### config.mk
export PLATFORM = sky130hd
export DESIGN_NAME = att_residual_add_flat
export DESIGN_NICKNAME = d
export VERILOG_FILES = /design/src/rtl/att_residual_add_if.sv /design/src/rtl/att_residual_add.sv /design/src/flat_wrapper.sv
export SDC_FILE = /design/constraint.sdc
export NUM_CORES = 1
export LEC_CHECK = 0
export ABC_AREA = 1
export CORE_ASPECT_RATIO = 1.4
export CORE_MARGIN = 2
export CORE_UTILIZATION = 40
export DETAILED_ROUTE_END_ITERATION = 6
export SLEW_MARGIN = 20
export SYNTH_ARGS = -nofsm -noshare
export SYNTH_HDL_FRONTEND = slang
export SYNTH_SLANG_ARGS = --single-unit
### constraint.sdc
create_clock -name clk -period 9.2 [get_ports clk]
set_clock_uncertainty 0.2 [all_clocks]
set_input_delay 0.92 -clock clk [delete_from_list [all_inputs] [get_ports clk]]
set_output_delay 0.92 -clock clk [all_outputs]
set_load 0.01 [all_outputs]
### src/rtl/att_residual_add_if.sv
// Token streams around the residual adder: residual/attention inputs and the
// drained output with its ready handshake.
interface att_residual_add_if #(
  parameter int DW = 16
);
  logic [DW-1:0] res_in;
  logic          res_valid;
  logic [DW-1:0] att_in;
  logic          att_flag;
  logic [DW-1:0] out_data;
  logic          out_valid;
  logic          out_ready;

  modport master (
    output res_in, res_valid, att_in, att_flag, out_ready,
    input  out_data, out_valid
  );

  modport slave (
    input  res_in, res_valid, att_in, att_flag, out_ready,
    output out_data, out_valid
  );
endinterface

### src/rtl/att_residual_add.sv
// Residual add after the attention core: buffer N residual tokens, add each
// attention token to its residual, then drain. ATT_RES_SAT_EN selects clamp+ovf.
module att_residual_add #(
  parameter int DW = 16,
  parameter int N  = 5
) (
  input  logic               clk,
  input  logic               rstn,
  input  logic               start,
  att_residual_add_if.slave  bus,
  output logic               busy,
  output logic               done,
  output logic               ovf
);

  localparam int             CW   = (N > 1) ? $clog2(N) : 1;
  localparam logic [CW-1:0]  LAST = CW'(N - 1);

  typedef enum logic [2:0] {
    S_IDLE,
    S_CAPTURE,
    S_WAIT_ATT,
    S_DRAIN,
    S_DONE
  } state_t;

  state_t        r_state;
  state_t        w_next;
  logic [CW-1:0] r_wr;
  logic [CW-1:0] r_rd;
  logic [DW-1:0] r_res [N];
  logic [DW-1:0] r_out [N];
  logic [DW-1:0] w_sum;
  logic          w_start;
  logic          w_res_fire;
  logic          w_att_fire;
  logic          w_xfer;

  assign w_start    = (r_state == S_IDLE)     && start;
  assign w_res_fire = (r_state == S_CAPTURE)  && bus.res_valid;
  assign w_att_fire = (r_state == S_WAIT_ATT) && bus.att_flag;
  assign w_xfer     = (r_state == S_DRAIN)    && bus.out_ready;

  always_ff @(posedge clk or negedge rstn) begin
    if (!rstn) r_state <= S_IDLE;
    else       r_state <= w_next;
  end

  always_comb begin
    w_next = r_state;
    unique case (r_state)
      S_IDLE:     if (start) w_next = S_CAPTURE;
      S_CAPTURE:  if (bus.res_valid && r_wr == LAST) w_next = S_WAIT_ATT;
      S_WAIT_ATT: if (bus.att_flag && r_wr == LAST) w_next = S_DRAIN;
      S_DRAIN:    if (bus.out_ready && r_rd == LAST) w_next = S_DONE;
      S_DONE:     w_next = S_IDLE;
      default:    w_next = S_IDLE;
    endcase
  end

  // wr is reused: residual write index in CAPTURE, sum index in WAIT_ATT
  always_ff @(posedge clk or negedge rstn) begin
    if (!rstn) begin
      r_wr <= '0;
      r_rd <= '0;
    end else begin
      if (w_start) begin
        r_wr <= '0;
        r_rd <= '0;
      end else if (w_res_fire) begin
        r_wr <= (r_wr == LAST) ? '0 : r_wr + CW'(1);
      end else if (w_att_fire) begin
        if (r_wr != LAST) r_wr <= r_wr + CW'(1);
      end
      if (w_xfer && r_rd != LAST) r_rd <= r_rd + CW'(1);
    end
  end

`ifdef ATT_RES_SAT_EN
  logic [DW:0] w_sum_ext;
  logic        w_clamp;

  // Signs of the DW+1 result disagree exactly when the DW-bit result overflowed
  assign w_sum_ext = {bus.att_in[DW-1], bus.att_in} + {r_res[r_wr][DW-1], r_res[r_wr]};
  assign w_clamp   = w_sum_ext[DW] ^ w_sum_ext[DW-1];
  assign w_sum     = !w_clamp       ? w_sum_ext[DW-1:0] :
                     w_sum_ext[DW]  ? {1'b1, {(DW-1){1'b0}}} :
                                      {1'b0, {(DW-1){1'b1}}};

  always_ff @(posedge clk or negedge rstn) begin
    if (!rstn)                       ovf <= 1'b0;
    else if (w_start)                ovf <= 1'b0;
    else if (w_att_fire && w_clamp)  ovf <= 1'b1;
  end
`else
  assign w_sum = bus.att_in + r_res[r_wr];
  assign ovf   = 1'b0;
`endif

  always_ff @(posedge clk or negedge rstn) begin
    if (!rstn) begin
      for (int unsigned i = 0; i < N; i++) begin
        r_res[i] <= '0;
        r_out[i] <= '0;
      end
    end else begin
      if (w_res_fire) r_res[r_wr] <= bus.res_in;
      if (w_att_fire) r_out[r_wr] <= w_sum;
    end
  end

  always_comb begin
    bus.out_valid = (r_state == S_DRAIN);
    bus.out_data  = (r_state == S_DRAIN) ? r_out[r_rd] : '0;
    busy          = (r_state != S_IDLE);
    done          = (r_state == S_DONE);
  end

endmodule

### src/flat_wrapper.sv
// flat-port wrapper written by rule: the top's interface ports become plain ports
module att_residual_add_flat 
#(
  parameter int DW = 16,
  parameter int N  = 5
)
  (clk, rstn, start, busy, done, ovf, bus_res_in, bus_res_valid, bus_att_in, bus_att_flag, bus_out_ready, bus_out_data, bus_out_valid);
  att_residual_add_if #(.DW(DW)) bus_i ();
  input  logic clk;
  input  logic rstn;
  input  logic start;
  output logic busy;
  output logic done;
  output logic ovf;
  input wire logic [$bits(bus_i.res_in)-1:0] bus_res_in;
  input wire logic [$bits(bus_i.res_valid)-1:0] bus_res_valid;
  input wire logic [$bits(bus_i.att_in)-1:0] bus_att_in;
  input wire logic [$bits(bus_i.att_flag)-1:0] bus_att_flag;
  input wire logic [$bits(bus_i.out_ready)-1:0] bus_out_ready;
  output wire logic [$bits(bus_i.out_data)-1:0] bus_out_data;
  output wire logic [$bits(bus_i.out_valid)-1:0] bus_out_valid;
  assign bus_i.res_in = bus_res_in;
  assign bus_i.res_valid = bus_res_valid;
  assign bus_i.att_in = bus_att_in;
  assign bus_i.att_flag = bus_att_flag;
  assign bus_i.out_ready = bus_out_ready;
  assign bus_out_data = bus_i.out_data;
  assign bus_out_valid = bus_i.out_valid;
  att_residual_add #(.DW(DW), .N(N)) u_core (.clk(clk), .rstn(rstn), .start(start), .bus(bus_i), .busy(busy), .done(done), .ovf(ovf));
endmodule
# == Yosys cells after proc, flatten, opt, wreduce, memory -nomap -nowiden ==
# Index checks and enable logic that the tools add are counted.
# word_totals
reg_bits,169
inputBits,38
output_inout_bits,20
# classes
bitwise_logic,2
n_mux,23
magnitude_cmp,3
n_eq_ne,12
reduce_logical,16
n_addsub,3
# op_table
cell,count
$bwmux 80,2
$bmux 16 s3,2
$mux 16,6
$demux 16 s3,1
$mux 3,11
$add 16x16->16,1
$pmux 3 s4,1
$eq 3x3->1 const B,3
$logic_and 1x1->1,9
$reduce_bool 3->1,3
$ge 4x4->1 const B,2
$not 3->4,2
$add 3x1->3 const B,2
$eq 3x2->1 const B,2
$ne 2x2->1 const B,3
$ne 3x3->1 const B,2
$lt 4x1->1 const B,1
$reduce_and 4->1,1
$eq 3x1->1 const B,1
$logic_not 3->1,1
$ne 2x1->1 const B,1
$reduce_and 2->1,1
$reduce_bool 2->1,1

# == Longest topological paths before layout ==
# Gate-level depths: netlist (run 1).
# depth
depth_word,6
depth_mapped,19
mapped_depth_nobuf,18

# == Worst setup path before layout (run 1) ==
# Ideal clock, no wire load.
# synth_path
kind,flip-flop to flip-flop
start,reg u_core.r_wr[0]
end,reg u_core.r_out[10] (netlist name)
path_stages_with_launch,19
period_less_slack_ps,2923
arrival_ps,2657
t_required_ps,8934
path_buffers,2
setup_slack_ps,6277
cell_sequence,dfrtp_1 buf_2 inv_1 nand2_1 inv_1 clkbuf_1 nand2_1 nand4_1 ha_1 inv_1 fa_1 inv_1 nand2_1 nand3_1 nand2_1 nand2_1 xor2_1 nand2_1 nand2_1
# synth_between
elab_chain_len,6
elab_cells_between_ends,11
# synth_rtl
item,line_no,source
start: declaration,att_residual_add.sv:29,logic [CW-1:0] r_wr;
start signal: assignment,att_residual_add.sv:71,r_wr <= (r_wr == LAST) ? '0 : r_wr + CW'(1);
start signal: assignment,att_residual_add.sv:73,if (r_wr != LAST) r_wr <= r_wr + CW'(1);
$not 3->4 (implied by the code) (*),"att_residual_add.sv:96, att_residual_add.sv:108",
"$bmux 16 s3, or another cell as far along",att_residual_add.sv:96,assign w_sum = bus.att_in + r_res[r_wr];
$mux 16 (implied by the code) or $logic_and 1x1->1 (tied branches),"att_residual_add.sv:96, att_residual_add.sv:108",
$mux 16 (on tied branches),"att_residual_add.sv:96, att_residual_add.sv:108",
$add 16x16->16 or $demux 16 s3 (tied branches),"att_residual_add.sv:96, att_residual_add.sv:108",
$bwmux 80 (*),att_residual_add.sv:108,if (w_att_fire) r_out[r_wr] <= w_sum;
end signal: indexed assignment,att_residual_add.sv:108,
end: declaration,att_residual_add.sv:32,logic [DW-1:0] r_out [N];
# Mark *: on every way between the ends. The rest lies on a longest branch, timed or not. The select of a mux whose other input is x is not followed.
# A chain may end at the register's enable or synchronous reset.

# == Final worst setup path (run 1) ==
# layout_path
start,reg u_core.r_rd[1]
end,out bus_out_data[0]
# layout_between
elab_chain_len,5
# layout_rtl
item,line_no,source
start: declaration,att_residual_add.sv:30,logic [CW-1:0] r_rd;
start signal: assignment,att_residual_add.sv:75,if (w_xfer && r_rd != LAST) r_rd <= r_rd + CW'(1);
$not 3->4 (implied by the code),att_residual_add.sv:114,bus.out_data = (r_state == S_DRAIN) ? r_out[r_rd] : '0;
$bmux 16 s3,att_residual_add.sv:114,
$mux 16 (implied by the code) (2 in series),att_residual_add.sv:114,
$mux 16,att_residual_add.sv:114,
end: declaration,flat_wrapper.sv:20,output wire logic [$bits(bus_i.out_data)-1:0] bus_out_data;
# No other way between the ends. The select of a mux whose other input is x is not followed.

==> flow_metrics.env, run 1 <==
export IMPL_layout_nets=1163
export IMPL_design_power_total_uw=3290
export IMPL_post_synth_cell_area_avg_um2=7.82
export IMPL_worstSetupEndpoint="bus_out_data[0]"
export IMPL_yosys_most_used_dff="dfrtp_1"
export IMPL_clock_transition_at_the_register_clock_pins_on_the_worst_setup_and_hold_paths_after_cts_ns=0.06
export IMPL_critPathKind="reg -> out"
export IMPL_hold_slack_ns=0.268
export IMPL_worst_r2r_path_depth=12
export IMPL_grt_overflow_total=0
export IMPL_antenna_violating_nets_post_route=0
export IMPL_initial_core_util=0.409
export IMPL_layoutNonFillerInstCount=1374
export IMPL_main_combinational_cell_family_by_area_after_synthesis="simple AND/OR/NAND/NOR gates"
export IMPL_worst_endpoint_arrival_ns=3.30
export IMPL_post_synth_instance_area_um2=8400
export IMPL_critPathMaxStageDelay_ns=0.82
export IMPL_gp_routability_congestion=0.881
export IMPL_r2r_start="u_core.r_wr[2]$_DFFE_PN0P_"
export IMPL_core_area_um2=20600
export IMPL_finalWorstSetupSlack_ns=4.78
export IMPL_largest_net_degree_at_the_start_of_global_routing=106
export IMPL_synth_async_sr_flop_share=1.00
export IMPL_number_of_enable_flip_flop_cells_after_synthesis=0
export IMPL_detail_route_wirelength_mm=21.4
export IMPL_route_detailed_vias_per_inst=5.11
export IMPL_flow_area_growth_from_synthesis_pct=15.6
export IMPL_buffer_ports_inserted=56
export IMPL_violations_in_the_final_reports="DRC"
export IMPL_number_of_antenna_cells_inserted=0
export IMPL_synthSimpleGateAreaFrac=0.256
export IMPL_grt_antenna_before_repair=0
export IMPL_final_max_slew_violation_count=0
export IMPL_routedWlPerCell_um=15.6
export IMPL_place_hpwl_mm=14.5
export IMPL_overall_die_width_um=126
export IMPL_dieArea_um2=22200
export IMPL_groute_usage_overall=0.204
export IMPL_final_setup_tns_ns=0
export IMPL_startpoint="u_core.r_rd[1]$_DFFE_PN0P_"
export IMPL_synth_nets=1132
export IMPL_syn_inst=1074
export IMPL_h_tree_depth=4
export IMPL_die_h_um=175
export IMPL_final_min_clock_period_ns=4.42
export IMPL_post_cts_resize_count=0
export IMPL_crit_path_end_kind="primary output"
export IMPL_first_pass_grt_wire_length_mm=36.0
export IMPL_via_count=7019
export IMPL_start_kind="flop"
export IMPL_post_route_period_util=0.480
export IMPL_post_synth_mux_area_share=0
export IMPL_cts_root_buffer="clkbuf_16"
export IMPL_hold_path_class="reg -> reg"
export IMPL_tightest_slew_ns=1.08
export IMPL_drc_errors=2
export IMPL_cts_num_sinks=169
export IMPL_ys_seq_elements=169
export IMPL_sequential_to_total_area_share_from_yosys_stat=0.503
export IMPL_power_density_nw_per_um2=339
export IMPL_synth_adder_area_share=0.0307
export IMPL_ir_worst_vdd_mv=0.154
export IMPL_clock_latency_late_sink_ns=0.43
export IMPL_yosys_warnings=0
export IMPL_post_cts_setup_buffer_count=0
export IMPL_static_leakage_power_uw=0.00478
export IMPL_num_io_pins=58
export IMPL_setup_viol=0
export IMPL_grt_pass1_vias=6985
export IMPL_outcome="finished, violations left"
export IMPL_dpl_cell_count=1342
export IMPL_drtPass1Iterations=7
export IMPL_grt_setup_unrepaired="no"
export IMPL_netlist_cell_type_count=36
export IMPL_worst_case_headroom_to_the_max_slew_limit=0.277
export IMPL_worst_setup_slack_before_clock_tree_synthesis_ns=5.07
export IMPL_reg2reg_slack_ns=5.57
export IMPL_complex_gate_fraction_of_the_synthesized_area=0.141
export IMPL_number_of_design_rule_violations_left_by_the_first_detailed_router_iteration=482
export IMPL_fmax_mhz=226
export IMPL_maximum_fanout_along_the_worst_path=19
export IMPL_clk_path_buf_depth=2
export IMPL_max_cap_viol_count=0
export IMPL_crit_required_ns=8.08
export IMPL_fraction_of_final_layout_cells_sized_beyond_drive_strength_1=0.0429
export IMPL_cts_buffers=17
export IMPL_ctsHoldBuffers=0
export IMPL_reg2reg_to="u_core.r_out[69]$_DFFE_PN0P_"
export IMPL_cts_tree="yes"
export IMPL_timing_critical_path_slowest_stage_cell="dfrtp_1"
export IMPL_yosys_area_share_xor_xnor=0.00834
export IMPL_finalHoldViolations=0
export IMPL_core_rowCount=62
export IMPL_worstPathCellList="clkinv_1, a21oi_1, o21ai_0, nand2_1, nand2_1, a21oi_1, clkdlybuf4s50_1"
==> power by group <==
group | internal (µW) | switching (µW) | total [µW]
clock network | 423 | 297 | 720
registers | 1020 | 155 | 1170
logic | 463 | 935 | 1400
total | 1900 | 1390 | 3290
==> critical path: cells and delay by family, from the launching register on <==
family          cells  cell delay (ns)
compound gates      3             0.57
buf+inv             2             1.33
flops               1             0.82
simple gates        2             0.15
==> state kept, by name, indices dropped and copies added (netlist names) <==
signal / count
u_core.r_out: 80
u_core.r_state: 3
u_core.r_rd: 3
u_core.r_wr: 3
u_core.r_res: 80
==> cells in the final DEF (no fill, tap or decap), types with 2 or more instances in the layout <==
cell type | netlist | layout
nand2_1 | 389 | 389
dfrtp_1 | 169 | 169
o21ai_0 | 144 | 144
inv_1 | 73 | 73
nand3_1 | 55 | 55
clkdlybuf4s50_1 | 0 | 55
nor2_1 | 45 | 45
a21oi_1 | 37 | 37
ha_1 | 19 | 19
nand4_1 | 17 | 17
clkbuf_16 | 0 | 17
o22ai_1 | 13 | 13
a22oi_1 | 12 | 12
o21ai_1 | 11 | 11
xnor2_1 | 7 | 7
inv_2 | 5 | 5
clkinvlp_4 | 0 | 5
nor3_1 | 4 | 4
buf_4 | 2 | 4
clkinv_1 | 3 | 3
o21bai_1 | 3 | 3
nor3_4 | 2 | 3
clkbuf_8 | 0 | 3
clkbuf_1 | 34 | 3
or2_2 | 2 | 2
a221o_1 | 2 | 2
nor2_2 | 2 | 2
nand3b_1 | 2 | 2
bufinv_16 | 0 | 2
==> area by class of cell <==
cell class	count	area, µm²
clock buffers	23	478
clock inverters	9	115
fillers	2109	10800
inverters	81	304
multi-input cells	776	3670
flip-flops and latches	169	4230
well taps	256	320
repair buffers	60	592
==> synth_stat cells (2+ instances only) <==
| cell | n | area (µm²) |
|---|---|---|
| dfrtp_1 | 169 | 4230 |
| nand3_1 | 55 | 275 |
| o21ai_0 | 144 | 721 |
| nand2_1 | 389 | 1460 |
| a221o_1 | 2 | 20.0 |
| inv_1 | 73 | 274 |
| nor2_2 | 2 | 12.5 |
| nor3_1 | 4 | 20.0 |
| or2_2 | 2 | 12.5 |
| nor2_1 | 45 | 169 |
| buf_4 | 2 | 15.0 |
| a21oi_1 | 37 | 185 |
| xnor2_1 | 7 | 61.3 |
| inv_2 | 5 | 18.8 |
| nand3b_1 | 2 | 15.0 |
| clkinv_1 | 3 | 11.3 |
| nand4_1 | 17 | 106 |
| clkbuf_1 | 34 | 128 |
| o21ai_1 | 11 | 55.1 |
| nor3_4 | 2 | 32.5 |
| o21bai_1 | 3 | 22.5 |
| buf_2 | 11 | 55.1 |
| o22ai_1 | 13 | 81.3 |
| ha_1 | 19 | 238 |
| a22oi_1 | 12 | 90.1 |
==> through the flow <==
step	cell area (µm²)	utilization
6_report	9710	0.472
5_1_grt	9710	0.472
4_1_cts	9710	0.472
3_5_place_dp	9110	0.443
3_3_place_gp	9110	0.443
2_1_floorplan	8400	-
==> layer usage <==
metal / GRT usage / vias to the layer above / share of wire
met1: 0.256 / 3300 / 0.44
met4: 0.0815 / 0 / 0.024
met3: 0.0247 / 30 / 0.031
met2: 0.356 / 124 / 0.51
li1: - / 3565 / -
met5: 0 / - / 0
==> worst min path at each step <==
stage	cells past startpoint	slack, ns	endpoint	start
after floorplan	2	0.24	u_core.r_out[16]$_DFFE_PN0P_	u_core.r_out[16]$_DFFE_PN0P_
after global placement	2	0.25	u_core.r_out[18]$_DFFE_PN0P_	u_core.r_out[18]$_DFFE_PN0P_
after detailed placement	2	0.25	u_core.r_out[18]$_DFFE_PN0P_	u_core.r_out[18]$_DFFE_PN0P_
after CTS	2	0.27	u_core.r_out[18]$_DFFE_PN0P_	u_core.r_out[18]$_DFFE_PN0P_
after global routing	2	0.29	u_core.r_out[40]$_DFFE_PN0P_	u_core.r_out[40]$_DFFE_PN0P_
final	2	0.27	u_core.r_out[64]$_DFFE_PN0P_	u_core.r_out[64]$_DFFE_PN0P_
==> cell families (layout without fill, tap and decap cells) <==
kind of cell             Yosys count  in the layout
AO/OA/AOI/OAI                    224            224
AND/OR/NAND/NOR                  523            523
flip-flops                       169            169
other                              1              1
buffers and inverters            129            173
adder cells (fa/ha/maj)           20             20
XOR/XNOR                           8              8
Power figures use the tool's default switching activity.
==> run 2: changes to the inputs <==
==> constraint.sdc (replaced) <==
create_clock -name clk -period 4.23 [get_ports clk]
set_clock_uncertainty 0.2 [all_clocks]
set_input_delay 0.423 -clock clk [delete_from_list [all_inputs] [get_ports clk]]
set_output_delay 0.423 -clock clk [all_outputs]
set_load 0.01 [all_outputs]
==> flow_metrics.env, run 2 (synthesis gave the netlist of run 1 again) <==
export IMPL_outcome="finished, violations left"
export IMPL_violations_in_the_final_reports="hold timing"
export IMPL_setup_viol=0
export IMPL_worst_path_dominant_cell_family="buffers and inverters"
export IMPL_grt_antenna_before_repair=0
export IMPL_clk_path_buf_depth=2
export IMPL_first_pass_grt_wire_length_mm=37.3
export IMPL_h_tree_depth=4
export IMPL_cts_num_sinks=169
export IMPL_cts_root_buffer="clkbuf_16"
export IMPL_max_cap_viol_count=0
export IMPL_clock_latency_late_sink_ns=0.43
export IMPL_buffer_ports_inserted=56
export IMPL_tightest_slew_ns=1.12
export IMPL_overall_die_width_um=126
export IMPL_num_io_pins=58
export IMPL_number_of_design_rule_violations_left_by_the_first_detailed_router_iteration=468
export IMPL_ctsHoldBuffers=0
export IMPL_crit_path_end_kind="primary output"
export IMPL_dieArea_um2=22200
export IMPL_routedWlPerCell_um=16.2
export IMPL_post_cts_setup_buffer_count=0
export IMPL_worst_endpoint_arrival_ns=2.85
export IMPL_design_power_total_uw=7210
export IMPL_grt_pass1_vias=7061
export IMPL_power_density_nw_per_um2=735
export IMPL_hold_slack_ns=-0.0977
export IMPL_largest_net_degree_at_the_start_of_global_routing=112
export IMPL_place_hpwl_mm=14.8
export IMPL_number_of_antenna_cells_inserted=0
export IMPL_start_kind="flop"
export IMPL_post_cts_resize_count=0
export IMPL_groute_usage_overall=0.211
export IMPL_fmax_mhz=288
export IMPL_crit_required_ns=3.61
export IMPL_final_min_clock_period_ns=3.48
export IMPL_static_leakage_power_uw=0.00486
export IMPL_critPathMaxStageDelay_ns=0.80
export IMPL_flow_area_growth_from_synthesis_pct=16.8
export IMPL_worstPathCellList="inv_1, o21ai_0, o22ai_1, nand2_1, a21oi_1, clkdlybuf4s50_1"
export IMPL_drc_errors=0
export IMPL_critical_path_buf_inv_count=2
export IMPL_gp_routability_congestion=0.905
export IMPL_final_max_slew_violation_count=0
export IMPL_layout_cells_most_common_list="nand2_1 (388), dfrtp_1 (169), o21ai_0 (144), inv_1 (73)"
export IMPL_post_route_period_util=0.822
export IMPL_most_frequent_standard_cell_in_the_layout_excluding_fill_and_tap_cells="nand2_1"
export IMPL_final_setup_tns_ns=0
export IMPL_grt_overflow_total=0
export IMPL_ir_worst_vdd_mv=0.300
export IMPL_core_area_um2=20600
export IMPL_cts_buffers=17
export IMPL_timing_critical_path_slowest_stage_cell="inv_1"
export IMPL_maximum_fanout_along_the_worst_path=33
export IMPL_clock_transition_at_the_register_clock_pins_on_the_worst_setup_and_hold_paths_after_cts_ns=0.06
export IMPL_antenna_violating_nets_post_route=0
export IMPL_drtPass1Iterations=5
export IMPL_layout_nets=1173
export IMPL_die_h_um=175
export IMPL_cts_tree="yes"
export IMPL_detail_route_wirelength_mm=22.4
export IMPL_via_count=7213
export IMPL_critPathKind="reg -> out"
export IMPL_route_detailed_vias_per_inst=5.22
export IMPL_worst_case_headroom_to_the_max_slew_limit=0.255
export IMPL_fraction_of_final_layout_cells_sized_beyond_drive_strength_1=0.0532
export IMPL_finalHoldViolations=102
export IMPL_initial_core_util=0.409
export IMPL_reg_largest_list="u_core.r_out (80), u_core.r_res (80)"
export IMPL_grt_setup_unrepaired="no"
export IMPL_hold_path_class="in -> async"
export IMPL_core_rowCount=62
-- run 2: layout make-up --
cell class                      count  area [µm²]
Clock buffer                       20         457
Clock inverter                     11         148
Fill cell                        2027       10700
Inverter                           81         304
Multi-Input combinational cell    776        3670
Sequential cell                   169        4230
Tap cell                          256         320
Timing Repair Buffer               70         682
-- run 2: routing by layer --
metal  GRT usage  vias to the layer above  part of all wire
li1            -                     3585                 -
met1       0.270                     3432              0.44
met2       0.365                      169              0.50
met3      0.0311                       27             0.034
met4      0.0705                        0             0.021
met5           0                        -                 0
-- run 2: worst paths after layout --
| check | start | endpoint | slack [ns] | cells after the start |
|---|---|---|---|---|
| setup / recovery | u_core.r_rd[0]$_DFFE_PN0P_ | bus_out_data[10] | 0.75 | 6 |
| hold / removal | rstn | u_core.r_state[2]$_DFFE_PN0P_ | -0.1 | 1 |
| setup reg to reg | u_core.r_wr[2]$_DFFE_PN0P_ | u_core.r_out[12]$_DFFE_PN0P_ | 0.80 | 16 |
| hold reg to reg | u_core.r_out[66]$_DFFE_PN0P_ | u_core.r_out[66]$_DFFE_PN0P_ | 0.27 | 2 |
| max in group asynchronous | rstn | u_core.r_res[54]$_DFFE_PN0P_ | 3.06 | 2 |
| min in group clk | u_core.r_out[66]$_DFFE_PN0P_ | u_core.r_out[66]$_DFFE_PN0P_ | 0.27 | 2 |
-- run 2: power breakdown --
| part | leakage (µW) | switching, µW | total [µW] | internal [µW] |
|---|---|---|---|---|
| Sequential | 0.00220 | 338 | 2550 | 2210 |
| Combinational | 0.00236 | 2040 | 3060 | 1030 |
| Clock | 0.000296 | 647 | 1600 | 958 |
-- run 2: through the flow --
step	utilization	setup slack (ns)	cell area [µm²]	instances
2_1_floorplan	-	1.31	8400	1074
3_3_place_gp	0.448	0.808	9200	1352
3_5_place_dp	0.448	0.809	9200	1352
4_1_cts	0.477	0.724	9800	1383
5_1_grt	0.477	0.470	9810	1383
6_report	0.477	0.754	9810	1383
==> run 3: changes to the inputs <==
==> constraint.sdc (replaced) <==
create_clock -name clk -period 3.3 [get_ports clk]
set_clock_uncertainty 0.2 [all_clocks]
set_input_delay 0.33 -clock clk [delete_from_list [all_inputs] [get_ports clk]]
set_output_delay 0.33 -clock clk [all_outputs]
set_load 0.01 [all_outputs]
==> flow_metrics.env, run 3 (synthesis gave the netlist of run 1 again) <==
export IMPL_number_of_design_rule_violations_left_by_the_first_detailed_router_iteration=375
export IMPL_overall_die_width_um=126
export IMPL_initial_core_util=0.409
export IMPL_via_count=7284
export IMPL_grt_antenna_before_repair=0
export IMPL_dpl_cell_count=1372
export IMPL_buffer_ports_inserted=56
export IMPL_fraction_of_final_layout_cells_sized_beyond_drive_strength_1=0.0841
export IMPL_dieArea_um2=22200
export IMPL_die_h_um=175
export IMPL_switching_power_uw=4060
export IMPL_cts_tree="yes"
export IMPL_drc_errors=0
export IMPL_finalHoldViolations=0
export IMPL_cellInternalPower_uw=5660
export IMPL_layoutNonFillerInstCount=1410
export IMPL_max_cap_viol_count=0
export IMPL_power_combinational_fraction=0.448
export IMPL_crit_path_end_kind="flop"
export IMPL_largest_net_degree_at_the_start_of_global_routing=63
export IMPL_sequentialPowerShare=0.338
export IMPL_number_of_antenna_cells_inserted=0
export IMPL_worst_path_dominant_cell_family="buffers and inverters"
export IMPL_first_pass_grt_wire_length_mm=37.5
export IMPL_clkPwrFrac=0.213
export IMPL_outcome="finished, final reports clean"
export IMPL_grt_pass1_vias=7180
export IMPL_cts_root_buffer="clkbuf_16"
export IMPL_h_tree_depth=4
export IMPL_route_detailed_vias_per_inst=5.17
export IMPL_core_rowCount=62
export IMPL_routedWlPerCell_um=16.2
export IMPL_power_density_nw_per_um2=964
export IMPL_timing_critical_path_slowest_stage_cell="dfrtp_2"
export IMPL_reg2reg_slack_ns=0.22
export IMPL_ir_worst_vdd_mv=0.589
export IMPL_layout_cells_most_common_list="nand2_1 (388), dfrtp_1 (167), o21ai_0 (143), inv_1 (70)"
export IMPL_core_area_um2=20600
export IMPL_fmax_mhz=325
export IMPL_final_setup_tns_ns=0
export IMPL_clk_path_buf_depth=2
export IMPL_tightest_slew_ns=0.809
export IMPL_static_leakage_power_uw=0.00496
export IMPL_flow_area_growth_from_synthesis_pct=20.0
export IMPL_most_frequent_standard_cell_in_the_layout_excluding_fill_and_tap_cells="nand2_1"
export IMPL_detail_route_wirelength_mm=22.8
export IMPL_groute_usage_overall=0.213
export IMPL_worstPathCellList="nor2_2, nand2_1, clkinvlp_4, buf_4, nand2_1, nand4_1, ha_1, a21oi_1, nand3_1, xnor2_1, buf_4, o21ai_0"
export IMPL_worst_endpoint_arrival_ns=3.16
export IMPL_antenna_violating_nets_post_route=0
export IMPL_gp_routability_congestion=0.922
export IMPL_setup_viol=0
export IMPL_worst_r2r_path_depth=12
export IMPL_cts_num_sinks=169
export IMPL_final_min_clock_period_ns=3.08
export IMPL_place_hpwl_mm=15.6
export IMPL_cts_buffers=17
export IMPL_post_route_period_util=0.933
export IMPL_clock_latency_late_sink_ns=0.43
export IMPL_layout_nets=1200
export IMPL_reg2reg_to="u_core.r_out[22]$_DFFE_PN0P_"
export IMPL_hold_path_class="in -> async"
export IMPL_crit_required_ns=3.38
export IMPL_num_io_pins=58
export IMPL_critPathKind="reg -> reg"
export IMPL_swShare=0.418
export IMPL_critical_path_buf_inv_count=3
export IMPL_grt_overflow_total=0
export IMPL_worst_case_headroom_to_the_max_slew_limit=0.460
export IMPL_drtPass1Iterations=5
export IMPL_reg_largest_list="u_core.r_out (80), u_core.r_res (80)"
export IMPL_critPathMaxStageDelay_ns=0.45
export IMPL_maximum_fanout_along_the_worst_path=8
export IMPL_r2r_start="u_core.r_wr[1]$_DFFE_PN0P_"
export IMPL_start_kind="flop"
export IMPL_final_max_slew_violation_count=0
export IMPL_clock_transition_at_the_register_clock_pins_on_the_worst_setup_and_hold_paths_after_cts_ns=0.07
[run 3: worst max-delay path by stage]
stage	startpoint	to	slack, ns	cells past startpoint
global placement	u_core.r_wr[1]$_DFFE_PN0P_	u_core.r_out[26]$_DFFE_PN0P_	0.08	16
floorplan	u_core.r_wr[0]$_DFFE_PN0P_	u_core.r_out[10]$_DFFE_PN0P_	0.38	18
detailed placement	u_core.r_wr[1]$_DFFE_PN0P_	u_core.r_out[74]$_DFFE_PN0P_	0.05	16
finish	u_core.r_wr[1]$_DFFE_PN0P_	u_core.r_out[22]$_DFFE_PN0P_	0.22	12
CTS	u_core.r_wr[1]$_DFFE_PN0P_	u_core.r_out[74]$_DFFE_PN0P_	0.005	16
global route	u_core.r_wr[1]$_DFFE_PN0P_	u_core.r_out[26]$_DFFE_PN0P_	-0.0006	16
[run 3: repair_timing]
action	CTS	global route
cloned	0	1
pin swaps	0	0
endpoints found under the setup margin	1	62
hold endpoints to repair	59	0
hold buffers	1	0
setup buffers	0	5
resized for setup	1	12
[run 3: area by class of cell]
cell class / count / area [µm²]
sequential: 169 / 4230
tap: 256 / 320
clock buffer: 18 / 439
clock inverter: 13 / 169
multi-input combinational: 776 / 3690
timing repair inverter: 1 / 5.00
timing repair buffer: 96 / 902
fill: 2007 / 10500
inverter: 81 / 317
[run 3: power groups by stage]
| stage | clock (µW) | sequential (µW) | combinational [µW] |
|---|---|---|---|
| after global placement | 0 | 3300 | 4180 |
| after detailed placement | 0 | 3310 | 4210 |
| after floorplan | 0 | 3160 | 2880 |
| after global routing | 2190 | 3370 | 4960 |
| final | 2070 | 3290 | 4360 |
| after CTS | 2100 | 3280 | 4230 |
[run 3: per-stage QoR]
stage / power (µW) / utilization / area, µm² / hold WS [ns] / setup WS, ns
floorplan: 6040 / - / 8400 / -0.166 / 0.377
global placement: 7480 / 0.456 / 9380 / 0.166 / 0.0810
CTS: 9620 / 0.486 / 9990 / 0.266 / 0.00459
finish: 9710 / 0.490 / 10100 / 0.241 / 0.222
global route: 10500 / 0.490 / 10100 / 0.286 / -0.000638
detailed placement: 7520 / 0.456 / 9380 / 0.162 / 0.0550
[run 3: per-layer routing]
metal | GRT usage | vias to the layer above | routed length (µm)
li1 | - | 3642 | -
met1 | 0.261 | 3451 | 9920
met2 | 0.378 | 140 | 11600
met3 | 0.0268 | 51 | 606
met4 | 0.0865 | 0 | 678
met5 | 0 | - | 0
